$ cat src/rtl/kbd_fifo_ctrl.sv
// Keyboard register controller: buffered key events, typematic repeat, status/data registers and two interrupts.
// Register reads return data one cycle after the strobe edge; key pushes into a full FIFO are dropped and flagged.

// Generic FIFO with peek at head; caller qualifies push/pop against full/empty.
// Zero-latency head view; no internal backpressure, the caller owns the full/empty policy.
module kbd_fifo #(
    parameter int DEPTH = 8,
    parameter int W     = 8
) (
    input  logic                     clk,
    input  logic                     rst,
    input  logic                     push,
    input  logic                     pop,
    input  logic [W-1:0]             din,
    output logic [W-1:0]             dout,
    output logic [$clog2(DEPTH):0]   level,
    output logic                     empty,
    output logic                     full
);
    localparam int AW = $clog2(DEPTH);
    localparam logic [AW:0] FULL_LVL = (AW+1)'(DEPTH);

    logic [W-1:0]  mem [DEPTH];
    logic [AW-1:0] wr_ptr;
    logic [AW-1:0] rd_ptr;

    always_ff @(posedge clk) begin
        if (push) begin
            mem[wr_ptr] <= din;
        end
    end

    // Pointers wrap naturally because DEPTH is a power of two.
    always_ff @(posedge clk or posedge rst) begin
        if (rst) begin
            wr_ptr <= '0;
            rd_ptr <= '0;
            level  <= '0;
        end else begin
            if (push) begin
                wr_ptr <= wr_ptr + 1'b1;
            end
            if (pop) begin
                rd_ptr <= rd_ptr + 1'b1;
            end
            if (push && !pop) begin
                level <= level + 1'b1;
            end else if (!push && pop) begin
                level <= level - 1'b1;
            end
        end
    end

    assign dout  = mem[rd_ptr];
    assign empty = (level == '0);
    assign full  = (level == FULL_LVL);
endmodule

// Top: bus register pair, FIFO push/pop arbitration, interrupt arming and the auto-repeat machine.
// Read data valid one cycle after the strobe edge; ack is combinational; full-FIFO pushes drop and set ovf.
module kbd_fifo_ctrl #(
    parameter int          FIFO_DEPTH = 8,
    parameter logic [15:0] BASE_ADDR  = 16'o177660,
    parameter int          REP_DELAY  = 500,
    parameter int          REP_RATE   = 100,
    parameter bit          REP_EN     = 1'b1
) (
    input  logic                          clk_sys,
    input  logic                          reset,
    input  logic                          tick,
    input  logic [15:0]                   bus_din,
    output logic [15:0]                   bus_dout,
    input  logic [15:0]                   bus_addr,
    input  logic                          bus_sync,
    input  logic                          bus_we,
    input  logic                          bus_stb,
    output logic                          bus_ack,
    output logic                          virq_req60,
    input  logic                          virq_ack60,
    output logic                          virq_req274,
    input  logic                          virq_ack274,
    input  logic                          key_strobe,
    input  logic [6:0]                    key_code,
    input  logic                          key_ar2,
    input  logic                          key_held,
    output logic [$clog2(FIFO_DEPTH):0]   fifo_level
);
    localparam int          LW        = $clog2(FIFO_DEPTH) + 1;
    localparam logic [15:0] DATA_ADDR = BASE_ADDR + 16'd2;
    localparam int          CMAX      = (REP_DELAY > REP_RATE) ? REP_DELAY : REP_RATE;
    localparam int          CW        = $clog2(CMAX + 1);

    typedef enum logic [1:0] {
        S_IDLE,
        S_DELAY,
        S_REPEAT
    } rep_state_t;

    logic        sel_s;
    logic        sel_d;
    logic        sel;
    logic        stb_q;
    logic        fire;
    logic        rd_s;
    logic        wr_s;
    logic        rd_d;
    logic [15:0] data_o;
    logic [15:0] status_word;
    logic        irq_dis;
    logic        ovf;
    logic        irq_arm;
    logic [6:0]  hold;
    logic        ack60_q;
    logic        ack274_q;
    logic [7:0]  head;
    logic        empty;
    logic        full;
    logic        key_push;
    logic        rep_push;
    logic [7:0]  rep_ent;
    logic        push_req;
    logic [7:0]  push_dat;
    logic        pop_ok;
    logic        push_ok;
    logic        drop;
    logic        unused_bits;

    assign sel_s   = bus_sync && (bus_addr[15:1] == BASE_ADDR[15:1]);
    assign sel_d   = bus_sync && (bus_addr[15:1] == DATA_ADDR[15:1]) && !bus_we;
    assign sel     = sel_s || sel_d;
    assign bus_ack = bus_stb && sel;
    assign bus_dout = sel ? data_o : 16'd0;

    // Actions fire once per strobe, on its rising edge while selected.
    assign fire = bus_stb && sel && !stb_q;
    assign rd_s = fire && sel_s && !bus_we;
    assign wr_s = fire && sel_s && bus_we;
    assign rd_d = fire && sel_d;

    assign status_word = {1'b0, ovf, 6'b0, !empty, irq_dis, 6'b0};

    assign key_push = key_strobe && (key_code != 7'd0);
    assign push_req = key_push || rep_push;
    assign push_dat = key_push ? {key_ar2, key_code} : rep_ent;
    assign pop_ok   = rd_d && !empty;
    assign push_ok  = push_req && (!full || pop_ok);
    assign drop     = push_req && full && !pop_ok;

    assign unused_bits = ^{bus_din[15], bus_din[13:7], bus_din[5:0], bus_addr[0], tick, key_held};

    kbd_fifo #(
        .DEPTH (FIFO_DEPTH),
        .W     (8)
    ) u_fifo (
        .clk   (clk_sys),
        .rst   (reset),
        .push  (push_ok),
        .pop   (pop_ok),
        .din   (push_dat),
        .dout  (head),
        .level (fifo_level),
        .empty (empty),
        .full  (full)
    );

    always_ff @(posedge clk_sys or posedge reset) begin
        if (reset) begin
            stb_q       <= 1'b0;
            data_o      <= 16'd0;
            irq_dis     <= 1'b1;
            ovf         <= 1'b0;
            hold        <= 7'd0;
            irq_arm     <= 1'b0;
            ack60_q     <= 1'b0;
            ack274_q    <= 1'b0;
            virq_req60  <= 1'b0;
            virq_req274 <= 1'b0;
        end else begin
            stb_q    <= bus_stb && sel;
            ack60_q  <= virq_ack60;
            ack274_q <= virq_ack274;
            irq_arm  <= (push_ok && empty) ||
                        (pop_ok && ((fifo_level != LW'(1)) || push_ok));

            if (rd_s) begin
                data_o <= status_word;
            end
            if (rd_d) begin
                data_o <= {9'b0, empty ? hold : head[6:0]};
            end
            if (pop_ok) begin
                hold <= head[6:0];
            end

            if (wr_s) begin
                irq_dis <= bus_din[6];
                if (bus_din[14]) begin
                    ovf <= 1'b0;
                end
            end
            if (drop) begin
                ovf <= 1'b1;
            end

            if (virq_ack60 && !ack60_q) begin
                virq_req60 <= 1'b0;
            end
            if (virq_ack274 && !ack274_q) begin
                virq_req274 <= 1'b0;
            end
            // The head entry at raise time picks the vector.
            if (irq_arm && !irq_dis && !empty) begin
                if (head[7]) begin
                    virq_req274 <= 1'b1;
                end else begin
                    virq_req60 <= 1'b1;
                end
            end
            if (pop_ok) begin
                virq_req60  <= 1'b0;
                virq_req274 <= 1'b0;
            end
        end
    end

    generate
        if (REP_EN) begin : g_rep
            localparam logic [CW-1:0] CNT_DELAY = CW'(REP_DELAY);
            localparam logic [CW-1:0] CNT_RATE  = CW'(REP_RATE);
            localparam logic [CW-1:0] CNT_ONE   = CW'(1);

            rep_state_t    state;
            logic [CW-1:0] cnt;
            logic [7:0]    ent;
            logic          expire;

            assign expire   = (state != S_IDLE) && key_held && tick && (cnt == CNT_ONE);
            // Repeats only refill an empty FIFO, and a fresh key press in the same cycle wins.
            assign rep_push = expire && !key_push && empty;
            assign rep_ent  = ent;

            always_ff @(posedge clk_sys or posedge reset) begin
                if (reset) begin
                    state <= S_IDLE;
                    cnt   <= '0;
                    ent   <= 8'd0;
                end else if (key_push) begin
                    ent   <= {key_ar2, key_code};
                    cnt   <= CNT_DELAY;
                    state <= S_DELAY;
                end else if (state != S_IDLE) begin
                    if (!key_held) begin
                        state <= S_IDLE;
                    end else if (tick) begin
                        if (cnt == CNT_ONE) begin
                            cnt   <= CNT_RATE;
                            state <= S_REPEAT;
                        end else begin
                            cnt <= cnt - CNT_ONE;
                        end
                    end
                end
            end
        end else begin : g_norep
            assign rep_push = 1'b0;
            assign rep_ent  = 8'd0;
        end
    endgenerate
endmodule
$ cat config.mk
export PLATFORM = sky130hd
export DESIGN_NAME = kbd_fifo_ctrl
export DESIGN_NICKNAME = d
export VERILOG_FILES = /design/src/rtl/kbd_fifo_ctrl.sv
export SDC_FILE = /design/constraint.sdc
export NUM_CORES = 1
export LEC_CHECK = 0
export CAP_MARGIN = 0
export CORE_MARGIN = 2
export CORE_UTILIZATION = 40
export CTS_BUF_LIST = sky130_fd_sc_hd__clkbuf_16
export CTS_CLUSTER_SIZE = 20
export DETAILED_ROUTE_END_ITERATION = 12
export GPL_TIMING_DRIVEN = 0
export PLACE_DENSITY = 0.58
export SLEW_MARGIN = 15
export SYNTH_ARGS = -nofsm -noshare
export SYNTH_HDL_FRONTEND = slang
export SYNTH_HIERARCHICAL = 1
export SYNTH_SLANG_ARGS = --single-unit
$ cat constraint.sdc
create_clock -name clk_sys -period 3.85 [get_ports clk_sys]
set_input_delay 0.5775 -clock clk_sys [delete_from_list [all_inputs] [get_ports clk_sys]]
set_output_delay 0.5775 -clock clk_sys [all_outputs]
set_load 0.02 [all_outputs]
# Word level (Yosys, flattened, before mapping)
# Memory sizes are Yosys's and may differ from the RTL's.
# Index checks and enable logic that the tools add are counted.
[totals]
register_bits = 60
ram_bits = 64
n_memories = 1
[classes]
n_addsub = 5
eq_ne = 7
mux = 30
reduce_logical = 55
[memory_table]
columns = ["memory", "depth", "word_bits", "read_ports", "rd_clocked_by_memory_dff", "wr", "line_no", "source"]
rows = [
  ["u_fifo.mem", 8, 8, 1, 0, 1, "23", "logic [W-1:0] mem [DEPTH];"],
]
[op_table]
columns = ["op", "count"]
rows = [
  ["2-to-1 mux 16 bit", 3],
  ["2-to-1 mux 9 bit", 5],
  ["equality test 15 bit (second input constant)", 2],
  ["logical AND 1 bit", 27],
  ["nonzero test 2 bit", 8],
  ["2-to-1 mux 1 bit", 13],
  ["zero test 1 bit", 10],
  ["2-to-1 mux 2 bit", 5],
  ["equality test 9 x 1 -> 1 bit (second input constant)", 1],
  ["subtractor 9 x 1 -> 9 bit (second input constant)", 1],
  ["2-to-1 mux 4 bit", 2],
  ["2-to-1 mux 8 bit", 1],
  ["2-to-1 mux 7 bit", 1],
  ["nonzero test 7 bit", 1],
  ["adder 3 x 1 -> 3 bit (second input constant)", 2],
  ["AND reduction 3 bit", 2],
  ["logical OR 1 bit", 5],
  ["adder 4 x 1 -> 4 bit (second input constant)", 1],
  ["equality test 4 bit (second input constant)", 1],
  ["zero test 4 bit", 1],
  ["!= test 4 x 1 -> 1 bit (second input constant)", 1],
  ["subtractor 4 x 1 -> 4 bit (second input constant)", 1],
  ["!= test 3 x 1 -> 1 bit (second input constant)", 1],
  ["!= test 3 x 2 -> 1 bit (second input constant)", 1],
  ["AND reduction 2 bit", 1],
]

# Longest topological paths before layout
# Gate-level depths: netlist of run 1.
[logic_depth]
depth_word = 14
depth_mapped = 13

# Modules after synthesis
# The synthesis of run 1 kept the hierarchy.
[by_module_without_submodules]
columns = ["mod", "n_inst", "cells_each", "area_each_um2"]
rows = [
  ["kbd_fifo", 1, 154, 3088.0],
  ["kbd_fifo_ctrl", 1, 214, 2254.7],
]

# Worst setup path before layout of run 1
# Ideal clock, no wire load.
[synth_timing]
path_type = "register to register"
from = "register u_fifo.level[0]"
to = "register u_fifo.level[3]"
setup_ns = 0.131
arrival_ns = 3.445
path_slack_ns = 0.274
stages_incl_launch_ff = 11
period_less_slack_ns = 3.576
cell_sequence = "dfrtp_1 -> nor4_1 -> buf_1 -> a31oi_1 -> a21oi_1 -> ha_1 -> inv_1 -> ha_1 -> or4_1 -> nand3_1 -> o211ai_1"
[synth_via]
elab_chain_len = 8
[synth_lines]
columns = ["element", "line_no", "source"]
rows = [
  ["start, declared", "16", "output logic [$clog2(DEPTH):0] level,"],
  ["start signal, assigned", "47", "level <= level + 1'b1;"],
  ["start signal, assigned", "49", "level <= level - 1'b1;"],
  ["zero test 4 bit *", "55", "assign empty = (level == '0);"],
  ["via empty", "116", "logic empty;"],
  ["zero test 1 bit", "145", "assign pop_ok = rd_d && !empty;"],
  ["logical AND 1 bit", "145", ""],
  ["logical OR 1 bit", "146", "assign push_ok = push_req && (!full || pop_ok);"],
  ["logical AND 1 bit *", "146", ""],
  ["via push_ok", "124", "logic push_ok;"],
  ["zero test 1 bit", "48", "end else if (!push && pop) begin"],
  ["logical AND 1 bit", "48", ""],
  ["nonzero test 2 bit (no line)", "-", ""],
]
# The timed path passes the listed nets; every way through them passes the cells marked *. The select of a mux whose other input is x is not followed.
# A chain may end at the register's enable or synchronous reset.

# Final worst setup path of run 1
[layout_timing]
from = "input port key_code[3]"
to = "register u_fifo.level[3]"
[layout_via]
elab_chain_len = 10
[layout_lines]
columns = ["element", "line_no", "source"]
rows = [
  ["start, declared", "83", "input logic [6:0] key_code,"],
  ["nonzero test 7 bit *", "142", "assign key_push = key_strobe && (key_code != 7'd0);"],
  ["logical AND 1 bit *", "142", ""],
  ["zero test 1 bit", "239", "assign rep_push = expire && !key_push && empty;"],
  ["logical AND 1 bit (2 in series)", "239", ""],
  ["logical OR 1 bit *", "143", "assign push_req = key_push || rep_push;"],
  ["logical AND 1 bit *", "146", ""],
  ["via push_ok", "124", ""],
  ["zero test 1 bit", "48", ""],
  ["logical AND 1 bit", "48", ""],
  ["nonzero test 2 bit (no line)", "-", ""],
]
# The timed path passes the listed nets; every way through them passes the cells marked *.

==> results of run 1 <==
## critical path, delay by kind of cell
family,cells,cell delay [ns]
buffers and inverters,2,0.58
adders and majority gates,2,0.64
AOI/OAI and AO/OA,4,0.95
and+or+nand+nor,3,1.15
## worst paths after layout
path / start / endpoint / slack (ns) / cells past startpoint
min: data_o[7]$_DFFE_PP0P_ / data_o[7]$_DFFE_PP0P_ / 0.49 / 1
min in group asynchronous: reset / u_fifo/wr_ptr[1]$_DFFE_PP0P_ / 0.53 / 2
max in group asynchronous: reset / g_rep.ent[0]$_DFF_PP0_ / 2.78 / 3
min reg2reg: data_o[7]$_DFFE_PP0P_ / data_o[7]$_DFFE_PP0P_ / 0.49 / 1
max reg2reg: g_rep.cnt[1]$_DFFE_PP0P_ / u_fifo/level[3]$_DFFE_PP0P_ / 0.37 / 13
max: key_code[3] / u_fifo/level[3]$_DFFE_PP0P_ / 0.24 / 11
## state kept, by name, indices dropped and copies added (netlist names), 2 cells and up
name           count
g_rep.state        2
data_o             9
u_fifo/level       4
u_fifo/rd_ptr      3
u_fifo/wr_ptr      3
g_rep.cnt          9
hold               7
g_rep.ent          8
u_fifo/mem        64
## per-stage QoR
stage               util (%)  worst slack [ns]  cell area, µm²  TNS (ns)  total power, µW
floorplan                  -            0.2739            5365         0             1989
global placement       46.25           -0.5885            6076    -17.84             2198
detailed placement     46.53           -0.4780            6113    -9.429             2228
CTS                    50.83           0.03796            6678         0             3705
global route           51.03           0.02672            6704         0             3843
finish                 51.03            0.2355            6704         0             3661
## what timing repair did
| item | CTS | global route |
|---|---|---|
| hold buffers | 0 | 0 |
| gates resized for setup | 3 | 4 |
| endpoints found under the setup margin | 67 | 3 |
## cells by family (layout without fill, tap and decap cells)
logic type / Yosys count / after routing
AO/OA/AOI/OAI: 44 / 44
XOR/XNOR: 6 / 6
adder cells (fa/ha/maj): 8 / 8
buffers and inverters: 32 / 114
flip-flops: 117 / 117
multiplexers: 53 / 53
other: 1 / 7
AND/OR/NAND/NOR: 107 / 107
## metal layers
layer	vias to the layer above	GRT usage, %
met3	12	5.038
met2	85	24.96
met4	0	4.853
met5	-	0
li1	1544	-
met1	1552	21.11
## layout by cell type (no fill, tap or decap), types with 7 or more instances in the layout
master | netlist | layout
a21oi_1 | 12 | 11
and2_1 | 11 | 11
buf_4 | 7 | 7
clkbuf_16 | 0 | 17
clkdlybuf4s50_1 | 0 | 49
conb_1 | 1 | 7
dfrtp_1 | 52 | 52
edfxtp_1 | 64 | 64
ha_1 | 7 | 7
inv_1 | 12 | 14
mux2_2 | 28 | 28
mux2i_1 | 9 | 9
mux4_1 | 16 | 16
nand2_1 | 30 | 30
nor2_1 | 14 | 14
nor2b_1 | 9 | 9
o21ai_0 | 11 | 11
## final cells by class
cell class              count  area, µm²
fillers                  1151       6434
flip-flops and latches    117       3249
multi-input cells         225       1987
repair buffers             50      518.0
clock buffers              17      425.4
well taps                 176      220.2
clock inverters            15      127.6
plain buffers              19      127.6
inverters                  13      48.80
## where the power goes
| group | internal [µW] | switching (µW) | leakage, µW |
|---|---|---|---|
| clock | 931 | 524 | 0.000271 |
| sequential | 1500 | 99.9 | 0.00125 |
| combinational | 269 | 332 | 0.00104 |
| total | 2700 | 957 | 0.00255 |
==> out/qor.tcl, run 1 <==
set qor(status) {complete, no violations}
set qor(yosysUniqueCellTypes) 65
set qor(htreeDepth) 4
set qor(setup_repair_after_global_routing_missed_its_margin) {false}
set qor(tightestPinTransition_ns) 1.024
set qor(vdd_ir_drop_max_v) 0.0004965
set qor(power.density_nw_per_um2) 546.1
set qor(initial_core_util_pct) 40.67
set qor(wl_per_cell_um) 16.65
set qor(cts_setup_buffers) 0
set qor(place_congestion) 0.7776
set qor(syn-instance-count) 368
set qor(largest_family_of_logic_cells_by_synthesized_area) {multiplexers}
set qor(diodes) 0
set qor(path_class_of_the_lowest_slack_min_delay_path) {reg2reg}
set qor(initial_antenna_violation_count) 0
set qor(critical-path-slowest-cell) {or4_4}
set qor(timing.critical_path.cells) {clkdlybuf4s50_1, or4_4, o41a_1, a31oi_4, a21oi_4, ha_1, inv_1, ha_1, or4_1, nand3_1, o211ai_1}
set qor(hpwl_mm) 7.130
set qor(cp.arrival_ns) 3.89
set qor(buffer_ports.inserted) 49
set qor(placed_cells) 600
set qor(number_of_buffers_inserted_during_clock_tree_synthesis) 17
set qor(post_synth_and_or_nand_nor_area_fraction_pct) 11.62
set qor(dr_total_vias) 3193
set qor(post-synth-top-area-fraction_pct) 35.97
set qor(drtIter0Drc) 183
set qor(avgViaCountPerCell) 5.052
set qor(top_cell_type_by_total_area_after_synthesis) {edfxtp_1}
set qor(timing_max_transition_violations_final) 0
set qor(post_synth_fa_ha_maj_area_fraction_pct) 2.014
set qor(post-route-min-period_ns) 3.615
set qor(die-height_um) 119.6
set qor(drt_wirelength_mm) 10.52
set qor(timing.final.hold_violations) 0
set qor(share_of_flip_flops_with_an_asynchronous_set_or_reset_after_synthesis_pct) 45.30
set qor(row_count) 42
set qor(relSlewSlack_pct) 30.77
set qor(dieWidth_um) 119.6
set qor(period_share_pct) 93.88
set qor(finalClockSkew_ns) 0.007420
set qor(wl_met2_mm) 4.956
set qor(grt_first_pass_wirelength_mm) 16.97
set qor(tritoncts) {yes}
set qor(drtPass1Iterations) 4
set qor(clock_latency_reported_for_the_late_side_of_the_worst_skew_pair_ns) 0.41
set qor(num_io_pins) 73
set qor(post_synth_xor_area_fraction_pct) 0.9836
set qor(cts.reportedPaths.clkPinSlew_ns) 0.05
set qor(synthMostInstantiatedCell) {edfxtp_1}
set qor(critPathKind) {in2reg}
set qor(critical-path-top-cell-by-count) {ha_1}
set qor(number_of_sinks_handled_by_clock_tree_synthesis) 117
set qor(cts_root_buf) {clkbuf_16}
set qor(drive_above_1_share_pct) 19.74
set qor(grt_start_max_net_pins) 24
set qor(fp.coreArea_um2) 13140
set qor(worst_hold_slack_ns) 0.4912
set qor(nNetsFinal) 501
set qor(synthTopCellsByArea) {edfxtp_1 (36%), dfrtp_1 (24%), mux4_1 (7.9%)}
set qor(detailroute.wirelength.met3_um) 619
set qor(netlist_area_um2) 5343
set qor(critPathLaunchType) {input pin}
set qor(post_synth_mux_area_share_pct) 15.46
set qor(synth_common_cells) {edfxtp_1 (64), dfrtp_1 (52), nand2_1 (30)}
set qor(synth.yosys.warnings) 6
set qor(critPathCaptureType) {flop}
set qor(ys_dominant_reg_cell) {edfxtp_1}
set qor(cp_data_required_time_ns) 4.12
set qor(worst_path_largest_cell_delay_ns) 0.57
set qor(timing.max_cap.violations) 0
set qor(design.die.area_um2) 14300
set qor(clock_path_buffers) 2
set qor(fmax_mhz) 276.7
set qor(grt_overflow_total) 0
set qor(postRouteAntennaNets) 0
set qor(setup_viol) 0
set qor(grt.total_usage_pct) 15.85
set qor(leakage_uw) 0.002554
set qor(ys_seq_elements) 117
set qor(wl_met1_mm) 4.826
set qor(synth_area_in_compound_gates_pct) 5.761
set qor(syn_avg_cell_area_um2) 14.52
set qor(final-instance-count-excl-fill) 632
set qor(detail_route.drc_violations) 0
set qor(synth-seq-area-share_pct) 60.82
set qor(grt_pass1_vias) 3129
set qor(maxUsedRoutingLayer) {met4}
set qor(timing.critical_path.fanout_max) 7
set qor(area_growth_synth_to_finish_pct) 25.48
set qor(synth_edf_count) 64
(Power assumes the default switching activity.)
==> inputs of run 2 (changes only) <==
- CELL_PAD_IN_SITES_DETAIL_PLACEMENT: unset -> 1
- CELL_PAD_IN_SITES_GLOBAL_PLACEMENT: unset -> 2
- CORE_UTILIZATION: 40 -> 39
- PLACE_DENSITY: 0.58 -> 0.77
- SKIP_LAST_GASP: unset -> 1
==> run 2 against run 1 <==
Against the previous run: critical path depth unchanged; utilization is 1.0 points lower; non-clock buffer count did not move; global-route usage increased by 1.4 points; clock-buffer cell count did not move; register-to-register slack got worse by 0.13 ns; sequential power is essentially flat; design area shrank 0.80%; setup slack got worse by 0.075 ns; flip-flop and latch count did not move; largest power group unchanged; critical path type unchanged; first-iteration DRC count is 24% lower; sequential share of layout area increased by 0.39 points.
==> out/qor.tcl, run 2 (same netlist as run 1, synthesis figures left out) <==
set qor(row_count) 42 ;# unchanged
set qor(nNetsFinal) 501 ;# unchanged
set qor(drt_wirelength_mm) 11.37 ;# was 10.52 mm
set qor(timing.critical_path.cells) {clkdlybuf4s50_1, or3b_2, nor4_2, nand2_1, a21oi_4, ha_2, inv_1, ha_1, or4_1, nand3_1, o211ai_1} ;# was clkdlybuf4s50_1, or4_4, o41a_1, a31oi_4, a21oi_4, ha_1, inv_1, ha_1, or4_1, nand3_1, o211ai_1
set qor(grt.total_usage_pct) 17.24 ;# was 15.85%
set qor(cts_setup_buffers) 0 ;# unchanged
set qor(grt_pass1_vias) 3481 ;# was 3129
set qor(avgViaCountPerCell) 5.152 ;# was 5.052
set qor(num_io_pins) 73 ;# unchanged
set qor(grt_overflow_total) 0 ;# unchanged
set qor(area_growth_synth_to_finish_pct) 24.47 ;# was 25.48%
set qor(filler_cell_count) 1333 ;# was 1151
set qor(tightestPinTransition_ns) 0.8324 ;# was 1.024 ns
set qor(top_register) {u_fifo/mem} ;# unchanged
set qor(timing.critical_path.fanout_max) 6 ;# was 7
set qor(buffer_ports.inserted) 49 ;# unchanged
set qor(path_class_of_the_lowest_slack_min_delay_path) {in2async} ;# was reg2reg
set qor(tritoncts) {yes} ;# unchanged
set qor(crit_family) {simple AND/OR/NAND/NOR gates} ;# unchanged
set qor(period_share_pct) 95.84 ;# was 93.88%
set qor(dieWidth_um) 121.0 ;# was 119.6 µm
set qor(critPathCaptureType) {flop} ;# unchanged
set qor(cp.arrival_ns) 3.97 ;# was 3.89 ns
set qor(dr_total_vias) 3256 ;# was 3193
set qor(worst_path_largest_cell_delay_ns) 0.51 ;# was 0.57 ns
set qor(final-instance-count-excl-fill) 632 ;# unchanged
set qor(cts.reportedPaths.clkPinSlew_ns) 0.05 ;# about the same
set qor(timing.max_cap.violations) 0 ;# unchanged
set qor(relSlewSlack_pct) 44.30 ;# was 30.77%
set qor(htreeDepth) 4 ;# unchanged
set qor(cp_data_required_time_ns) 4.13 ;# was 4.12 ns
set qor(critical-path-slowest-cell) {or4_1} ;# was or4_4
set qor(clock_latency_reported_for_the_late_side_of_the_worst_skew_pair_ns) 0.41 ;# about the same
set qor(design.die.area_um2) 14650 ;# was 14300 µm²
set qor(initial_core_util_pct) 40.18 ;# was 40.67%
set qor(leakage_uw) 0.002559 ;# was 0.002554 µW
set qor(drtIter0Drc) 139 ;# was 183
set qor(fmax_mhz) 271.0 ;# was 276.7 MHz
set qor(top_regs) {u_fifo/mem x64, data_o x9, g_rep.cnt x9} ;# unchanged
set qor(status) {complete, no violations} ;# unchanged
set qor(timing.final.hold_violations) 0 ;# unchanged
set qor(mostFrequentLayoutCells) {edfxtp_1 (64), dfrtp_1 (52), clkdlybuf4s50_1 (49)} ;# unchanged
set qor(timing_max_transition_violations_final) 0 ;# unchanged
set qor(post-route-min-period_ns) 3.690 ;# was 3.615 ns
set qor(critPathLaunchType) {input pin} ;# unchanged
set qor(wl_per_cell_um) 18.00 ;# was 16.65 µm
set qor(hpwl_mm) 8.093 ;# was 7.130 mm
set qor(power_uw) 3587 ;# was 3661 µW
set qor(die-height_um) 121.0 ;# was 119.6 µm
set qor(fp.coreArea_um2) 13300 ;# was 13140 µm²
set qor(wp_buf_inv) 2 ;# unchanged
set qor(finalClockSkew_ns) 0.008897 ;# was 0.007420 ns
set qor(grt_first_pass_wirelength_mm) 18.72 ;# was 16.97 mm
set qor(place_congestion) 0.7453 ;# was 0.7776
set qor(clock_path_buffers) 2 ;# unchanged
set qor(power.density_nw_per_um2) 539.4 ;# was 546.1 nW/µm²
set qor(setup_viol) 0 ;# unchanged
set qor(placed_cells) 600 ;# unchanged
set qor(critPathKind) {in2reg} ;# unchanged
set qor(detail_route.drc_violations) 0 ;# unchanged
set qor(final_common_cell) {edfxtp_1} ;# unchanged
set qor(number_of_sinks_handled_by_clock_tree_synthesis) 117 ;# unchanged
set qor(drive_above_1_share_pct) 19.08 ;# was 19.74%
set qor(diodes) 0 ;# unchanged
set qor(postRouteAntennaNets) 0 ;# unchanged
set qor(number_of_buffers_inserted_during_clock_tree_synthesis) 17 ;# unchanged
set qor(grt_start_max_net_pins) 35 ;# was 24
set qor(setup_repair_after_global_routing_missed_its_margin) {true} ;# was false
set qor(cts_root_buf) {clkbuf_16} ;# unchanged
set qor(largest_register_ffs) 64 ;# unchanged
set qor(vdd_ir_drop_max_v) 0.0004125 ;# was 0.0004965 V
set qor(initial_antenna_violation_count) 0 ;# unchanged
set qor(drtPass1Iterations) 4 ;# unchanged
## run 2: metrics by stage
step                      utilization (%)  setup TNS (ns)  area, µm²  hold WS [ns]  setup WS, ns
after floorplan                         -               0       5365        0.4177        0.2739
after global placement              45.70          -12.95       6076        0.4840       -0.4941
after detailed placement            45.93          -15.24       6106        0.4934       -0.5749
after CTS                           49.87               0       6630        0.4345       0.03316
after global routing                50.02        -0.02016       6650        0.4571      -0.02016
final                               50.02               0       6650        0.4498        0.1603
## run 2: path summary, 6_finish.rpt
path / from / end / slack, ns / cells past startpoint
worst max-delay path: bus_addr[4] / u_fifo/level[3]$_DFFE_PP0P_ / 0.16 / 11
worst min-delay path: reset / hold[4]$_DFFE_PP0P_ / 0.45 / 2
worst max register to register: g_rep.cnt[1]$_DFFE_PP0P_ / u_fifo/level[3]$_DFFE_PP0P_ / 0.24 / 13
worst min register to register: data_o[0]$_DFFE_PP0P_ / data_o[0]$_DFFE_PP0P_ / 0.50 / 1
max in group asynchronous: reset / g_rep.ent[4]$_DFF_PP0_ / 2.93 / 3
min in group clk_sys: data_o[0]$_DFFE_PP0P_ / data_o[0]$_DFFE_PP0P_ / 0.50 / 1
## run 2: layer usage
layer,wire [µm],up-vias,global-route usage (%)
met1,5103,1623,21.99
met2,5524,68,27.88
met3,525,18,4.464
met4,221,0,7.340
li1,-,1547,-
met5,0,-,0
## run 2: worst reg2reg max path, stage by stage, from the launching register on
cell and delay (ns):
dfrtp_1 0.41, inv_1 0.09, ha_1 0.16, or4b_1 0.42
buf_2 0.18, nor3_4 0.31, a31oi_2 0.19, a21oi_4 0.27
ha_2 0.29, inv_1 0.11, ha_1 0.37, or4_1 0.51
nand3_1 0.10, o211ai_1 0.09
## run 2: timing repair
action                     in CTS  in global routing
setup endpoints to repair      67                 11
hold buffers                    0                  0
resized for setup               3                  4
## run 2: cell type report
class	count	area (µm²)	share of cell area, %
Tap cell	176	220.2	3.311
Multi-Input combinational cell	225	1981	29.78
Clock buffer	17	425.4	6.397
Timing Repair Buffer	50	510.5	7.676
Buffer	19	127.6	1.919
Clock inverter	15	87.58	1.317
Inverter	13	48.80	0.7338
Sequential cell	117	3249	48.86
## run 2: where the power goes
part	internal (µW)	switching, µW	total (µW)	leakage, µW
sequential	1510	110	1620	0.00125
clock	853	505	1360	0.000281
combinational	273	341	614	0.00103
==> inputs of run 3 (changes only) <==
- CORE_MARGIN: 2 -> 3
- CORE_UTILIZATION: 39 -> 38
- SYNTH_HIERARCHICAL: 1 -> unset
==> run 3 against run 2 <==
Against the previous run: setup slack improved by 0.16 ns; synthesized cell count rose by 3.0%; largest power group unchanged; utilization is 0.67 points higher; fmax up 4.5%; clock power grew 18%; first-iteration DRC count increased by 10%; combinational power grew 5.2%; critical path type is now in2out; clock-buffer cell count stayed put; sequential share of layout area is 0.73 points higher.
==> out/qor.tcl, run 3 <==
set qor(min_delay_path_depth) 2
set qor(pwr-share-seq_pct) 41.8 ;# was 45.0%
set qor(top_register) {u_fifo.mem} ;# was u_fifo/mem
set qor(die-height_um) 122.3 ;# was 121.0 µm
set qor(drt_wirelength_mm) 11.32 ;# was 11.37 mm
set qor(reg2regPathDepth) 10 ;# was 13
set qor(cts.reportedPaths.clkPinSlew_ns) 0.05 ;# about the same
set qor(largest_register_ffs) 64 ;# unchanged
set qor(worst_hold_slack_ns) 0.4687 ;# was 0.4498 ns
set qor(drive_above_1_share_pct) 18.09 ;# was 19.08%
set qor(grt_overflow_total) 0 ;# unchanged
set qor(cts_root_buf) {clkbuf_16} ;# unchanged
set qor(synth-seq-area-share_pct) 63.19 ;# was 60.82%
set qor(synth_common_cells) {edfxtp_1 (64), nand2_1 (58), dfrtp_1 (52)} ;# was edfxtp_1 (64), dfrtp_1 (52), nand2_1 (30)
set qor(design.die.area_um2) 14960 ;# was 14650 µm²
set qor(worstSetupPathDepth) 7 ;# was 11
set qor(mostFrequentLayoutCells) {edfxtp_1 (64), nand2_1 (58), dfrtp_1 (52)} ;# was edfxtp_1 (64), dfrtp_1 (52), clkdlybuf4s50_1 (49)
set qor(yosysUniqueCellTypes) 59 ;# was 65
set qor(tritoncts) {yes} ;# unchanged
set qor(syn_avg_cell_area_um2) 13.57 ;# was 14.52 µm²
set qor(switchingPower_uw) 999.8 ;# was 955.6 µW
set qor(ys_seq_elements) 117 ;# unchanged
set qor(row_count) 41 ;# was 42
set qor(relSlewSlack_pct) 33.79 ;# was 44.30%
set qor(postRouteAntennaNets) 0 ;# unchanged
set qor(post-route-min-period_ns) 3.529 ;# was 3.690 ns
set qor(top_regs) {u_fifo.mem x64, data_o x9, g_rep.cnt x9} ;# was u_fifo/mem x64, data_o x9, g_rep.cnt x9
set qor(wl_per_cell_um) 17.63 ;# was 18.00 µm
set qor(dr_total_vias) 3250 ;# was 3256
set qor(critical-path-top-cell-by-count) {clkdlybuf4s50_1}
set qor(dieWidth_um) 122.3 ;# was 121.0 µm
set qor(power.density_nw_per_um2) 587.3 ;# was 539.4 nW/µm²
set qor(worst_path_largest_cell_delay_ns) 0.61 ;# was 0.51 ns
set qor(number_of_buffers_inserted_during_clock_tree_synthesis) 17 ;# unchanged
set qor(wp_buf_inv) 3 ;# was 2
set qor(diodes) 0 ;# unchanged
set qor(top_cell_type_by_total_area_after_synthesis) {edfxtp_1} ;# unchanged
set qor(critPathCaptureType) {primary output} ;# was flop
set qor(synthTopCellsByArea) {edfxtp_1 (37%), dfrtp_1 (25%), mux4_2 (7.0%)} ;# was edfxtp_1 (36%), dfrtp_1 (24%), mux4_1 (7.9%)
set qor(setup_repair_after_global_routing_missed_its_margin) {false} ;# was true
set qor(setup_viol) 0 ;# unchanged
set qor(internal_power_uw) 2849 ;# was 2631 µW
set qor(area_growth_synth_to_finish_pct) 27.42 ;# was 24.47%
set qor(timing.max_cap.violations) 0 ;# unchanged
set qor(detail_route.drc_violations) 0 ;# unchanged
set qor(synth.yosys.warnings) 0 ;# was 6
set qor(final_common_cell) {edfxtp_1} ;# unchanged
set qor(syn-instance-count) 379 ;# was 368
set qor(htreeDepth) 4 ;# unchanged
set qor(num_io_pins) 73 ;# unchanged
set qor(drtIter0Drc) 153 ;# was 139
set qor(leakage_uw) 0.002474 ;# was 0.002559 µW
set qor(fp.coreArea_um2) 12930 ;# was 13300 µm²
set qor(clock_path_buffers) 2 ;# unchanged
set qor(ys_dominant_reg_cell) {edfxtp_1} ;# unchanged
set qor(cp_data_required_time_ns) 3.27 ;# was 4.13 ns
set qor(grt_pass1_vias) 3473 ;# was 3481
set qor(timing.critical_path.cells) {clkdlybuf4s50_1, nand4b_1, or4_4, buf_6, a21oi_2, and2_1, clkdlybuf4s50_1} ;# was clkdlybuf4s50_1, or3b_2, nor4_2, nand2_1, a21oi_4, ha_2, inv_1, ha_1, or4_1, nand3_1, o211ai_1
set qor(synth_edf_count) 64 ;# unchanged
set qor(avgViaCountPerCell) 5.062 ;# was 5.152
set qor(initial_core_util_pct) 39.78 ;# was 40.18%
set qor(power.share.clock_pct) 41.5 ;# was 37.9%
set qor(critPathLaunchType) {input pin} ;# unchanged
set qor(share_of_flip_flops_with_an_asynchronous_set_or_reset_after_synthesis_pct) 45.30 ;# unchanged
set qor(cp.arrival_ns) 2.95 ;# was 3.97 ns
set qor(vdd_ir_drop_max_v) 0.0003043 ;# was 0.0004125 V
set qor(crit_family) {buffers and inverters} ;# was simple AND/OR/NAND/NOR gates
set qor(cts_setup_buffers) 0 ;# unchanged
set qor(grt_first_pass_wirelength_mm) 18.40 ;# was 18.72 mm
set qor(filler_cell_count) 1332 ;# was 1333
set qor(path_class_of_the_lowest_slack_min_delay_path) {reg2reg} ;# was in2async
set qor(grt_start_max_net_pins) 54 ;# was 35
set qor(hpwl_mm) 7.818 ;# was 8.093 mm
set qor(netlist_area_um2) 5142 ;# was 5343 µm²
set qor(clock_latency_reported_for_the_late_side_of_the_worst_skew_pair_ns) 0.42 ;# was 0.41 ns
set qor(seqCellArea_um2) 3249 ;# unchanged
set qor(timing.critical_path.fanout_max) 10 ;# was 6
set qor(pwr-share-comb_pct) 16.8 ;# was 17.1%
set qor(place_congestion) 0.7545 ;# was 0.7453
set qor(switching_share_pct) 25.98 ;# was 26.64%
set qor(drtPass1Iterations) 4 ;# unchanged
set qor(fmax_mhz) 283.3 ;# was 271.0 MHz
set qor(timing_max_transition_violations_final) 0 ;# unchanged
set qor(status) {complete, no violations} ;# unchanged
set qor(finalClockSkew_ns) 0.006449 ;# was 0.008897 ns
set qor(power_uw) 3848 ;# was 3587 µW
set qor(critPathKind) {in2out} ;# was in2reg
set qor(nNetsFinal) 516 ;# was 501
set qor(number_of_sinks_handled_by_clock_tree_synthesis) 117 ;# unchanged
set qor(synthMostInstantiatedCell) {edfxtp_1} ;# unchanged
set qor(post-synth-top-area-fraction_pct) 37.37 ;# was 35.97%
set qor(buffer_ports.inserted) 49 ;# unchanged
set qor(multi_input_area_um2) 1769 ;# was 1981 µm²
set qor(grt.total_usage_pct) 16.64 ;# was 17.24%
set qor(initial_antenna_violation_count) 0 ;# unchanged
set qor(timing.final.hold_violations) 0 ;# unchanged
set qor(period_share_pct) 91.67 ;# was 95.84%
set qor(tightestPinTransition_ns) 0.9909 ;# was 0.8324 ns
set qor(critical-path-slowest-cell) {clkdlybuf4s50_1} ;# was or4_1
[run 3: logic make-up (layout without fill, tap and decap cells)]
family	after synthesis	in the layout	synth area share, %
xor+xnor	8	8	1.363
fa+ha+maj	9	9	2.190
other cells	1	7	0.07292
simple gates	121	121	12.53
mux	29	29	9.684
compound gates	57	57	7.105
flops	117	117	63.19
buf+inv	37	122	3.868
[run 3: final timing paths]
path,to,slack (ns),start
max in group asynchronous,data_o[3]$_DFFE_PP0P_,2.77,reset
setup / recovery,bus_ack,0.32,bus_addr[12]
setup reg to reg,u_fifo.level[2]$_DFFE_PP0P_,0.99,u_fifo.level[1]$_DFFE_PP0P_
min in group asynchronous,u_fifo.level[3]$_DFFE_PP0P_,0.62,reset
hold / removal,data_o[4]$_DFFE_PP0P_,0.47,data_o[4]$_DFFE_PP0P_
hold reg to reg,data_o[4]$_DFFE_PP0P_,0.47,data_o[4]$_DFFE_PP0P_
[run 3: routing by layer]
layer / part of all wire [%] / GRT usage [%] / wire length [µm] / up-vias
li1: - / - / - / 1540
met1: 44 / 20.20 / 5020 / 1626
met2: 49 / 27.62 / 5592 / 64
met3: 4.1 / 4.654 / 461 / 20
met4: 2.1 / 7.628 / 242 / 0
met5: 0 / 0 / 0 / -
[run 3: timing repair]
item	CTS	global route
resized for setup	0	1
endpoints found under the setup margin	0	10
hold buffers	0	0
[run 3: through the flow]
step / setup slack (ns) / utilization (%) / cell area (µm²) / instances / setup TNS (ns)
5_1_grt: 0.1510 / 50.69 / 6553 / 642 / 0
4_1_cts: 0.006586 / 50.59 / 6540 / 642 / 0
3_3_place_gp: -0.4903 / 45.41 / 5871 / 606 / -13.11
6_report: 0.3208 / 50.69 / 6553 / 642 / 0
3_5_place_dp: 0.01381 / 45.97 / 5943 / 610 / 0
2_1_floorplan: 0.7437 / - / 5165 / 385 / 0
[run 3: area by class of cell]
type	instances	share of cell area, %
Timing Repair Buffer	53	7.943
Sequential cell	117	49.59
Inverter	13	0.7829
Clock buffer	17	6.492
Multi-Input combinational cell	231	27.00
Tap cell	172	3.284
Buffer	24	2.291
Clock inverter	15	2.616
[run 3: power groups by stage]
stage | Clock (µW) | Combinational, µW | Sequential (µW)
detailed placement | 0 | 640 | 1630
floorplan | 0 | 356 | 1630
finish | 1600 | 646 | 1610
CTS | 1630 | 650 | 1610
global placement | 0 | 583 | 1610
global route | 1680 | 720 | 1630
[run 3: tightest hold or removal path, stage by stage, from the launching register on]
cell,delay (ns)
dfrtp_1,0.33
nand2_1,0.04
o21ai_0,0.06
